==> src/rtl/primes_seq.sv <==
// primes_seq: multi-cycle prime classifier using trial division by odd
// divisors, with division done by repeated subtraction.
//
// Ports:
//   clk      rising-edge clock
//   rst_n    asynchronous active-low reset
//   start    request, only sampled while idle
//   in       WIDTH-bit operand, captured on the accepted start edge
//   busy     high whenever the unit is not idle
//   done     one-cycle pulse, isprime valid
//   isprime  result, held until the next done
module primes_seq #(
    parameter int WIDTH        = 8,
    parameter bit ONE_IS_PRIME = 1'b1
) (
    input  logic             clk,
    input  logic             rst_n,
    input  logic             start,
    input  logic [WIDTH-1:0] in,
    output logic             busy,
    output logic             done,
    output logic             isprime
);

    typedef enum logic [2:0] {
        IDLE,
        CHECK,
        TEST,
        DIV,
        DONE
    } state_t;

    state_t           state;
    state_t           state_nxt;
    logic [WIDTH-1:0] n;
    logic [WIDTH-1:0] n_nxt;
    logic [WIDTH-1:0] r;
    logic [WIDTH-1:0] r_nxt;
    logic [WIDTH:0]   d;
    logic [WIDTH:0]   d_nxt;
    logic             res;
    logic             res_nxt;

    // Square of the divisor at double width so it can never wrap.
    logic [2*WIDTH+1:0] dsq;
    logic [WIDTH:0]     rx;

    assign dsq = {{(WIDTH+1){1'b0}}, d} * {{(WIDTH+1){1'b0}}, d};
    assign rx  = {1'b0, r};

    always_ff @(posedge clk or negedge rst_n) begin
        if (!rst_n) begin
            state <= IDLE;
            n     <= '0;
            r     <= '0;
            d     <= '0;
            res   <= 1'b0;
        end else begin
            state <= state_nxt;
            n     <= n_nxt;
            r     <= r_nxt;
            d     <= d_nxt;
            res   <= res_nxt;
        end
    end

    always_comb begin
        state_nxt = state;
        n_nxt     = n;
        r_nxt     = r;
        d_nxt     = d;
        res_nxt   = res;
        busy      = (state != IDLE);
        done      = 1'b0;
        case (state)
            IDLE: begin
                if (start) begin
                    n_nxt     = in;
                    state_nxt = CHECK;
                end
            end
            CHECK: begin
                if (n == WIDTH'(0)) begin
                    res_nxt   = 1'b0;
                    state_nxt = DONE;
                end else if (n == WIDTH'(1)) begin
                    res_nxt   = ONE_IS_PRIME;
                    state_nxt = DONE;
                end else if (n == WIDTH'(2) || n == WIDTH'(3)) begin
                    res_nxt   = 1'b1;
                    state_nxt = DONE;
                end else if (!n[0]) begin
                    res_nxt   = 1'b0;
                    state_nxt = DONE;
                end else begin
                    d_nxt     = (WIDTH+1)'(3);
                    r_nxt     = n;
                    state_nxt = TEST;
                end
            end
            TEST: begin
                if (dsq > {{(WIDTH+2){1'b0}}, n}) begin
                    res_nxt   = 1'b1;
                    state_nxt = DONE;
                end else begin
                    state_nxt = DIV;
                end
            end
            DIV: begin
                // r >= d implies d fits in WIDTH bits here.
                if (rx >= d) begin
                    r_nxt = r - d[WIDTH-1:0];
                end else if (r == '0) begin
                    res_nxt   = 1'b0;
                    state_nxt = DONE;
                end else begin
                    d_nxt     = d + (WIDTH+1)'(2);
                    r_nxt     = n;
                    state_nxt = TEST;
                end
            end
            DONE: begin
                done      = 1'b1;
                state_nxt = IDLE;
            end
            default: begin
                state_nxt = IDLE;
            end
        endcase
    end

    assign isprime = res;

endmodule

==> config.mk <==
export PLATFORM = sky130hd
export DESIGN_NAME = primes_seq
export DESIGN_NICKNAME = d
export VERILOG_FILES = /design/src/rtl/primes_seq.sv
export SDC_FILE = /design/constraint.sdc
export NUM_CORES = 1
export LEC_CHECK = 0
export BUFFER_PORTS_ARGS = -buffer_cell sky130_fd_sc_hd__buf_2
export CAP_MARGIN = 20
export CORE_ASPECT_RATIO = 1.2
export CORE_MARGIN = 3
export CORE_UTILIZATION = 42
export CTS_BUF_LIST = sky130_fd_sc_hd__clkbuf_8
export DETAILED_ROUTE_END_ITERATION = 8
export MAX_ROUTING_LAYER = met4
export SLEW_MARGIN = 20
export SYNTH_ARGS = -nofsm -noshare
export SYNTH_HDL_FRONTEND = slang
export SYNTH_SLANG_ARGS = --single-unit
==> constraint.sdc <==
create_clock -name clk -period 5.7 [get_ports clk]
set_clock_uncertainty 0.15 [all_clocks]
set_input_delay 1.14 -clock clk [delete_from_list [all_inputs] [get_ports clk]]
set_output_delay 1.14 -clock clk [all_outputs]
set_load 0.02 [all_outputs]
* Yosys cells after proc, flatten, opt, wreduce, memory -nomap -nowiden
Index checks and enable logic that the tools add are counted.
** Storage, ports and cells
- Logic and storage cells :: 72
- Output and inout port bits :: 3
- Bits in registers :: 29
- Bits of input ports :: 11
** Operators by class
- $lt $le $gt $ge :: 2
- Add/sub/neg operators :: 2
- Reduce and logical (&&, ||, !) cells :: 12
- Multiplexer cells :: 32
- $mul :: 1
- Equal/unequal tests :: 18
** Operators by type and width (count)
- 9-bit 2-to-1 mux :: 6
- 8-bit 2-to-1 mux :: 6
- 3-bit 2-to-1 mux :: 8
- 18-bit by 8-bit > comparator with 1-bit output :: 1
- 9-bit by 9-bit multiplier with 18-bit output :: 1
- 2-bit != test (second input constant) :: 9
- 9-bit one-hot mux with 2 select lines :: 1
- 8-bit by 2-bit == test with 1-bit output (second input constant) :: 2
- 8-bit zero test :: 2
- 8-bit one-hot mux with 2 select lines :: 1
- 3-bit one-hot mux with 4 select lines :: 1
- 9-bit by 2-bit adder with 9-bit output (second input constant) :: 1
- 8-bit by 9-bit >= comparator with 1-bit output :: 1
- 8-bit by 1-bit == test with 1-bit output (second input constant) :: 1
- 1-bit 2-to-1 mux :: 8
- 8-bit subtractor :: 1
- 7-bit AND reduction :: 1
- 3-bit by 2-bit == test with 1-bit output (second input constant) :: 2
- 6-bit AND reduction :: 1
- 3-bit nonzero test :: 2
- 5-bit != test (second input constant) :: 1
- 5-bit AND reduction :: 1
- 2-bit AND reduction :: 2
- 3-bit by 1-bit == test with 1-bit output (second input constant) :: 1
- other kinds (6) :: 6

* Logic depth before layout (Yosys ltp)
Gate-level depths: netlist (run 1).
- Depth in word-level cells :: 6
- Depth in mapped cells :: 22
- Gate-level depth less buffers :: 22

* Worst setup path after synthesis (run 1)
No wires, ideal clock.
- Kind :: register to register
- Start :: register d[6]
- End :: register res, in the netlist isprime
- Data arrival time :: 5404 ps
- Clock period less this slack :: 5681 ps
- Cell stages (with the launch flop) :: 23
- Data required time :: 5423 ps
- Slack :: 19 ps
- Library setup time :: 127 ps
- Path buffers :: 1
- Cell sequence :: dfrtp_1 clkbuf_1 clkinv_1 nor2_1 inv_1 fa_1 inv_1 fa_1 inv_1 fa_1 fa_1 inv_1 ha_1 xnor2_1 ha_1 a211oi_1 o31a_1 a221oi_1 nor4_1 o2111a_1 and4_4 nor4_4 o32a_2
** Between the ends
- Longest elaborated chain between the ends :: 4
- Elaborated cells between the ends (all ways) :: 6
- Classes of those cells :: 1 x mul; 2 x order compare; 2 x eq/ne; 1 x reduce/logical
** RTL lines
- start: declaration :: line 39 : logic [WIDTH:0] d;
- start signal: assignment :: line 62 : d <= d_nxt;
- 9-bit by 9-bit multiplier with 18-bit output :: line 48 : assign dsq = {{(WIDTH+1){1'b0}}, d} * {{(WIDTH+1){1'b0}}, d};
- 18-bit by 8-bit > comparator with 1-bit output :: line 102 : if (dsq > {{(WIDTH+2){1'b0}}, n}) begin
- 2-bit != test (no line)
- 5-bit AND reduction (no line) (*)
- end signal: assignment :: line 63 : res <= res_nxt;
- end: declaration :: line 41 : logic res;
Every way passes the cells marked *; elsewhere a longest branch is shown, timed or not.
A chain may end at the register's enable or synchronous reset.

* Worst setup path after layout (run 1)
- Start :: register d[7]
- End :: register res, in the netlist isprime
The elaborated chain is that of the path after synthesis.

==> results of run 1 <==
## per-stage QoR
step                      hold slack [ns]  area [sq um]  total power [mW]  std cells
after global placement              0.348          4480              1.19        634
after global routing                0.398          4640              1.54        645
after detailed placement            0.359          4480              1.22        634
after CTS                           0.373          4580              1.41        642
final                               0.376          4640              1.41        645
after floorplan                     0.353          4180             0.980        493
## power groups by stage
stage / clock network (mW) / registers (mW) / logic (mW)
floorplan: 0 / 0.349 / 0.632
global placement: 0 / 0.390 / 0.804
detailed placement: 0 / 0.392 / 0.823
CTS: 0.197 / 0.389 / 0.827
global route: 0.207 / 0.401 / 0.937
finish: 0.195 / 0.389 / 0.827
## routing by layer
metal	global-route usage, %	wire (um)
met3	1.64	265
met1	22.8	4250
met5	-	0
met2	35.8	5270
met4	7.12	223
## kinds of logic after synthesis
logic type      share of synthesized area [%]
compound gates                           17.7
fa+ha+maj                                32.0
xor+xnor                                 3.98
buf+inv                                  8.97
simple gates                             17.3
flops                                    17.3
mux                                      2.72
## cells in the final DEF (no fill, tap or decap), types with 3 or more instances in the layout
cell and count:
mux2_2 3, nand2b_1 7, nor2_2 3, o22ai_1 3
nor2_1 43, nor4_1 3, nor3_1 5, o21bai_1 3
or3_1 6, fa_1 35, buf_2 13, nand3_1 8
o211ai_1 4, or4_1 3, nor2b_1 4, nand2_1 35
inv_1 83, mux2i_1 8, and2_1 6, xor2_1 7
o21a_1 5, nor3b_1 3, buf_4 20, a21o_1 10
a21oi_1 25, ha_1 50, xnor2_1 12, dfrtp_2 3
clkbuf_8 7, dfrtp_1 26, o21ai_0 27
## final timing paths
kind | end | slack [ns] | cells past startpoint
worst max-delay path | isprime$_DFFE_PN0P_ | 0.27 | 19
worst max register to register | isprime$_DFFE_PN0P_ | 0.27 | 19
worst min-delay path | isprime$_DFFE_PN0P_ | 0.38 | 1
min in group asynchronous | n[1]$_DFFE_PN0P_ | 0.74 | 1
worst min register to register | isprime$_DFFE_PN0P_ | 0.38 | 1
max in group asynchronous | d[4]$_DFFE_PN0P_ | 4.19 | 1
## area by class of cell
cell class	count	area [sq um]	share of cell area (%)
clock buffer	7	96.3	2.08
clock inverter	1	5.00	0.108
inverter	86	327	7.04
multi-input combinational	366	3110	67.1
sequential	29	729	15.7
tap	123	154	3.32
timing repair buffer	33	215	4.64
## critical path: cells and delay by family (launching register included)
family                     cells  cell delay (ns)
AOI/OAI and AO/OA              4             0.83
xor gates and xnor gates       1             0.20
adders and majority gates      5             2.30
buffers and inverters          4             0.34
DFF                            1             0.42
and+or+nand+nor                5             1.07
## registers in the layout, summed over array words and instances, names as in the netlist
name and count:
n 8, state 3, r 8, isprime 1
d 9
## repair_timing
action / in CTS / in global routing
pin swaps: 0 / 2
endpoints found under the setup margin: 1 / 4
buffers inserted: 0 / 3
resized for setup: 1 / 10
hold buffers: 0 / 0
==> impl_metrics.tcl, run 1 <==
set metrics [dict create \
    outcome "completed" \
    netlist.area_leader.share_pct 17.3 \
    grt_usage_pct 19.7 \
    min_period_ns 5.43 \
    yosysWarnings 0 \
    synth.most_common_cell "inv_1" \
    worstSetupStartpointType "register" \
    powerDensity_mw_per_mm2 304 \
    drt_iter0_drc 177 \
    max_freq_mhz 184 \
    clkSinkCount 29 \
    slew_headroom_pct 39.4 \
    cts_buffers 5 \
    diodes 0 \
    yosys-top-cells-area "dfrtp_1 (17%), fa_1 (17%), ha_1 (15%)" \
    drv_cap 0 \
    drive_above_1_share_pct 12.5 \
    grt_pass1_vias 3580 \
    cp.arrival_ns 5.45 \
    wire_per_inst_um 15.5 \
    clkTransAtPathRegs_ns 0.07 \
    routabilityCongestion 0.884 \
    crit_path_cell_trace "clkinvlp_4 -> nor2_1 -> ha_1 -> xor2_1 -> fa_1 -> inv_1 -> fa_1 -> inv_1 -> fa_1 -> inv_1 -> ha_1 -> nand3_1 -> o2111ai_2 -> a41oi_1 -> or3b_1 -> a32oi_1 -> and4_4 -> nor4_4 -> o32a_2" \
    firstDrtPassIters 4 \
    p_leak_nw 2.34 \
    synthTopCellsByCount "inv_1 (83), ha_1 (51), nor2_1 (46), fa_1 (35), nand2_1 (35)" \
    drc 0 \
    critical_path_class "register to register" \
    swShare_pct 45.8 \
    fillers 959 \
    ys_ff_latch 29 \
    clock_latency_ns 0.29 \
    fin_tns_setup_ns 0 \
    ir_worst_vdd_mv 0.136 \
    slowest_stage "fa_1" \
    intPower_uw 764 \
    slowest_delay_ns 0.54 \
    antenna_left 0 \
    crit_path_end_kind "register" \
    overflow 0 \
    synthCells 493 \
    synth-main-ff-cell "dfrtp_1" \
    dp_hpwl_um 8310 \
    final_util_pct 48.2 \
    start_util_pct 43.5 \
    antenna_found_initial 0 \
    port_buffers 13 \
    ios 14 \
    clockPowerShare_pct 13.8 \
    synthDistinctLibCells 62 \
    coreArea_sq_mm 0.00961 \
    rsz0062_at_grt "false" \
    synth_edf_count 0 \
    combPwrFrac_pct 58.6 \
    rows 39 \
    setup-violations-final 0 \
    period_share_pct 95.3 \
    totalWireLength_um 10000 \
    hold_viol 0 \
    cts.htree.levels 2 \
    async_flop_share_pct 100 \
    cts_tree "built" \
    dieArea_sq_mm 0.0112 \
    slew_viol_final 0 \
    fin_ws_ns 0.266 \
    synth.net_count 590 \
    synth_top_cell_by_area "dfrtp_1" \
    areaGrowthSynthToFinish_pct 10.9 \
    p_seq_share_pct 27.6 \
    p_switching_uw 647 \
    synthesis.area_sq_mm 0.00418 \
    place_ws_ns -0.0211 \
    crit_path_start "d[7]$_DFFE_PN0P_" \
    avgSynthCellArea_sq_um 8.49 \
    grt_max_degree 30 \
    dieHeight_um 115 \
    min_path_type "register to register" \
    clockBufferDepth 2 \
    required_ns 5.72 \
    drt-vias-per-instance 5.42 \
    worst_pin_slew_ns 0.901 \
    ys_seq_area_share_pct 17.3 \
    r2r_start "d[7]$_DFFE_PN0P_" \
    die_x_um 97.1 \
    finalNetCount 618 \
    via_count 3495 \
    grt_pass1_wl_um 17200 \
    critical_path_peak_fanout 7 \
    worstHoldStart "isprime$_DFFE_PN0P_" \
    cts-root-buf "clkbuf_8" \
]
Note: power is estimated with default switching activity, not from simulation.
==> inputs of run 2 (changes only) <==
--- a/config.mk
+++ b/config.mk
@@ -5,13 +5,13 @@
 export SDC_FILE = /design/constraint.sdc
 export NUM_CORES = 1
 export LEC_CHECK = 0
-export BUFFER_PORTS_ARGS = -buffer_cell sky130_fd_sc_hd__buf_2
 export CAP_MARGIN = 20
 export CORE_ASPECT_RATIO = 1.2
-export CORE_MARGIN = 3
+export CORE_MARGIN = 5
 export CORE_UTILIZATION = 42
 export CTS_BUF_LIST = sky130_fd_sc_hd__clkbuf_8
 export DETAILED_ROUTE_END_ITERATION = 8
+export DONT_BUFFER_PORTS = 1
 export MAX_ROUTING_LAYER = met4
 export SLEW_MARGIN = 20
 export SYNTH_ARGS = -nofsm -noshare
==> impl_metrics.tcl, run 2 (synthesized netlist as in run 1, its figures left out) <==
set metrics [dict create \
    crit_path_start "d[7]$_DFFE_PN0P_" \
    use_met3_pct 1.05 \
    dp_hpwl_um 8650 \
    critical_path_peak_fanout 6 \
    finalNetCount 611 \
    drive_above_1_share_pct 13.2 \
    cts.htree.levels 2 \
    clkSinkCount 29 \
    reg_top3 "d x9, n x8, r x8" \
    wire_per_inst_um 16.2 \
    clock_latency_ns 0.29 \
    drt-vias-per-instance 5.44 \
    grt_pass1_vias 3575 \
    powerDensity_mw_per_mm2 295 \
    slew_headroom_pct 36.6 \
    finalInstanceArea_sq_mm 0.00466 \
    diodes 0 \
    clockBufferDepth 2 \
    die_x_um 101 \
    antenna_left 0 \
    ios 14 \
    max_freq_mhz 182 \
    areaGrowthSynthToFinish_pct 11.3 \
    fin_tns_setup_ns 0 \
    grt_pass1_wl_um 17300 \
    hold_viol 0 \
    drt_iter0_drc 149 \
    clkTransAtPathRegs_ns 0.07 \
    critPathTopFamily "adder cells" \
    port_buffers 0 \
    instances_no_fill 641 \
    top_register "d" \
    period_share_pct 96.6 \
    worstSetupStartpointType "register" \
    required_ns 5.72 \
    antenna_found_initial 0 \
    place_ws_ns -0.0899 \
    firstDrtPassIters 5 \
    slowest_stage "fa_1" \
    dieArea_sq_mm 0.0121 \
    busiest_layer "met2" \
    largest_reg_flops 9 \
    dieHeight_um 119 \
    worst_pin_slew_ns 0.943 \
    placed_cells 629 \
    slew_viol_final 0 \
    grt_max_degree 30 \
    final_common_cell "inv_1" \
    gr-usage-met2_pct 32.1 \
    cts_buffers 5 \
    via_count 3489 \
    outcome "completed" \
    timing.critical_path.buf_inv 4 \
    ir_worst_vdd_mv 0.100 \
    min_period_ns 5.51 \
    cts_tree "built" \
    fin_ws_ns 0.193 \
    slowest_delay_ns 0.60 \
    setup-violations-final 0 \
    place_area_sq_mm 0.00445 \
    critical_path_class "register to register" \
    min_path_type "input pin to async pin" \
    overflow 0 \
    layout_common_cells "inv_1 (84), ha_1 (48), nor2_1 (41)" \
    drc 0 \
    drv_cap 0 \
    routabilityCongestion 0.940 \
    r2r_start "d[7]$_DFFE_PN0P_" \
    p_leak_nw 2.32 \
    coreArea_sq_mm 0.00986 \
    grt_use_met1_pct 21.8 \
    start_util_pct 42.4 \
    cp.arrival_ns 5.52 \
    totalWireLength_um 10400 \
    crit_path_end_kind "register" \
    grt_usage_pct 18.4 \
    rows 40 \
    crit_path_cell_trace "clkinvlp_4 -> nor2_4 -> ha_1 -> xor2_1 -> fa_1 -> inv_1 -> fa_1 -> inv_1 -> fa_1 -> inv_1 -> ha_2 -> nand3_1 -> o2111ai_2 -> a41oi_2 -> or3b_1 -> a32oi_2 -> and4_4 -> nor4_4 -> o32a_2" \
    cts-root-buf "clkbuf_8" \
]
## run 2: final cells by class
type,instances,area [sq um]
fill,986,5200
sequential,29,732
multi-input combinational,366,3160
clock inverter,3,13.8
clock buffer,5,68.8
timing repair buffer,26,199
tap,126,158
inverter,86,327
## run 2: per-layer routing
layer / up-vias / share of wire (%)
met3: 12 / 3.5
met5: - / 0
met2: 68 / 53
met1: 1705 / 41
met4: 0 / 3.0
li1: 1704 / -
## run 2: repair_timing
| item | CTS | global route |
|---|---|---|
| hold buffers | 0 | 0 |
| setup endpoints to repair | 3 | 4 |
| resized for setup | 1 | 24 |
| setup buffers | 0 | 4 |
| pin swaps | 0 | 7 |
## run 2: report_power, final
group	switching (mW)	internal, mW
Sequential	0.110	0.290
Clock	0.0823	0.0826
Combinational	0.450	0.359
Total	0.642	0.732
## run 2: path summary, 6_finish.rpt
check | slack, ns | endpoint | cells after the start
setup / recovery | 0.19 | isprime$_DFFE_PN0P_ | 19
hold / removal | 0.39 | d[5]$_DFFE_PN0P_ | 0
max in group asynchronous | 4.92 | d[0]$_DFFE_PN0P_ | 0
setup reg to reg | 0.19 | isprime$_DFFE_PN0P_ | 19
hold reg to reg | 0.42 | r[7]$_DFFE_PN0P_ | 1
min in group clk | 0.42 | r[7]$_DFFE_PN0P_ | 1
## run 2: worst register-to-register path: cells and delay by family, from the launching register on
| family | cells | cell delay (ns) |
|---|---|---|
| DFF | 1 | 0.41 |
| xor gates and xnor gates | 1 | 0.20 |
| AOI/OAI and AO/OA | 4 | 0.86 |
| buffers and inverters | 4 | 0.40 |
| adders and majority gates | 5 | 2.32 |
| and+or+nand+nor | 5 | 1.06 |
## run 2: per-stage QoR
step	power, mW	util, %	hold slack [ns]
2_1_floorplan	0.980	-	0.353
3_3_place_gp	1.18	45.2	0.405
3_5_place_dp	1.20	45.2	0.403
4_1_cts	1.37	46.0	0.379
5_1_grt	1.50	47.2	0.376
6_report	1.37	47.2	0.390
==> inputs of run 3 (changes only) <==
--- a/config.mk
+++ b/config.mk
@@ -9,7 +9,6 @@
 export CORE_ASPECT_RATIO = 1.2
 export CORE_MARGIN = 5
 export CORE_UTILIZATION = 42
-export CTS_BUF_LIST = sky130_fd_sc_hd__clkbuf_8
 export DETAILED_ROUTE_END_ITERATION = 8
 export DONT_BUFFER_PORTS = 1
 export MAX_ROUTING_LAYER = met4
==> impl_metrics.tcl, run 3 (synthesized netlist as in run 1, its figures left out) <==
set metrics [dict create \
    wire_per_inst_um 16.3 \
    min_path_type "input pin to async pin" \
    cts_tree "built" \
    ios 14 \
    max_freq_mhz 182 \
    worst_pin_slew_ns 0.932 \
    drt_iter0_drc 130 \
    fin_tns_setup_ns 0 \
    via_count 3469 \
    dieHeight_um 119 \
    p_leak_nw 2.34 \
    worstSetupStartpointType "register" \
    finalNetCount 611 \
    grt_pass1_wl_um 17300 \
    r2r_setup_slack_ns 0.19 \
    antenna_left 0 \
    critical_path_peak_fanout 6 \
    clock_latency_ns 0.28 \
    drt-vias-per-instance 5.41 \
    cts-root-buf "clkbuf_16" \
    place_ws_ns -0.0899 \
    die_x_um 101 \
    cts.htree.levels 2 \
    grt_pass1_vias 3572 \
    firstDrtPassIters 4 \
    routabilityCongestion 0.940 \
    cts_hold_buf 0 \
    powerDensity_mw_per_mm2 312 \
    drc 0 \
    critPathCapture "isprime$_DFFE_PN0P_" \
    layout_common_cells "inv_1 (83), ha_1 (49), nor2_1 (42)" \
    crit_path_end_kind "register" \
    drv_cap 0 \
    totalWireLength_um 10400 \
    r2r-end "isprime$_DFFE_PN0P_" \
    critical_path_class "register to register" \
    multi_input_area_sq_mm 0.00313 \
    clkSinkCount 29 \
    port_buffers 0 \
    antenna_found_initial 0 \
    holdWs_ns 0.407 \
    r2r_start "d[7]$_DFFE_PN0P_" \
    cp.arrival_ns 5.51 \
    start_util_pct 42.4 \
    seq_area_sq_um 732 \
    fin_ws_ns 0.193 \
    outcome "completed" \
    areaGrowthSynthToFinish_pct 11.9 \
    largest_reg_flops 9 \
    reg_top3 "d x9, n x8, r x8" \
    grt_usage_pct 18.5 \
    fillers 982 \
    overflow 0 \
    ff2ff_path_depth 19 \
    dieArea_sq_mm 0.0121 \
    final_common_cell "inv_1" \
    top_register "d" \
    required_ns 5.71 \
    min_period_ns 5.51 \
    slew_headroom_pct 37.4 \
    setup-violations-final 0 \
    slew_viol_final 0 \
    rows 40 \
    grt_max_degree 30 \
    crit_path_start "d[7]$_DFFE_PN0P_" \
    period_share_pct 96.6 \
    ir_worst_vdd_mv 0.153 \
    power_mw 1.46 \
    clockBufferDepth 2 \
    hold_viol 0 \
    diodes 0 \
    coreArea_sq_mm 0.00986 \
    drive_above_1_share_pct 12.4 \
    clkTransAtPathRegs_ns 0.05 \
    cts_buffers 5 \
    final_util_pct 47.5 \
    dp_hpwl_um 8650 \
]
-- run 3: worst min path at each step --
stage | from | end | slack (ns)
2_1_floorplan | r[7]$_DFFE_PN0P_ | r[7]$_DFFE_PN0P_ | 0.35
3_3_place_gp | r[0]$_DFFE_PN0P_ | r[0]$_DFFE_PN0P_ | 0.40
3_5_place_dp | r[7]$_DFFE_PN0P_ | r[7]$_DFFE_PN0P_ | 0.40
4_1_cts | rst_n | d[5]$_DFFE_PN0P_ | 0.40
5_1_grt | rst_n | d[5]$_DFFE_PN0P_ | 0.40
6_report | rst_n | d[5]$_DFFE_PN0P_ | 0.41
-- run 3: final cells by class --
class	count	area share (%)
Inverter	86	6.98
Multi-Input combinational cell	366	66.9
Sequential cell	29	15.6
Timing Repair Buffer	26	4.17
Tap cell	126	3.37
Clock buffer	6	2.75
Clock inverter	2	0.214
-- run 3: metal layers --
metal / GRT usage (%) / routed length (um) / vias up
met4: 7.81 / 397 / 0
met5: - / 0 / -
met3: 1.23 / 263 / 21
met1: 21.8 / 4300 / 1685
met2: 32.1 / 5480 / 62
li1: - / - / 1701
-- run 3: through the flow --
stage          instances  cell area (sq um)
2_1_floorplan        493               4180
3_3_place_gp         629               4450
3_5_place_dp         629               4450
4_1_cts              637               4590
5_1_grt              641               4680
6_report             641               4680
-- run 3: critical path, cell delays in order, from the launching register on --
cell	delay, ns
dfrtp_1	0.39
clkinvlp_4	0.19
nor2_2	0.18
ha_1	0.29
xor2_1	0.20
fa_1	0.54
inv_1	0.05
fa_1	0.60
inv_1	0.08
fa_1	0.53
inv_1	0.04
ha_2	0.38
nand3_1	0.13
o2111ai_2	0.24
a41oi_1	0.17
or3b_1	0.40
a32oi_1	0.27
and4_4	0.30
nor4_4	0.06
o32a_2	0.19
-- run 3: repair_timing --
item | 4_1_cts | 5_1_grt
pin swaps | 0 | 4
gates resized for setup | 1 | 17
setup buffers | 0 | 4
endpoints found under the hold margin | 0 | 0
endpoints found under the setup margin | 3 | 4
-- run 3: where the power goes --
part	total, mW	internal, mW	switching, mW
Combinational	0.811	0.360	0.451
Sequential	0.399	0.290	0.108
Clock	0.250	0.160	0.0906
Total	1.46	0.810	0.650
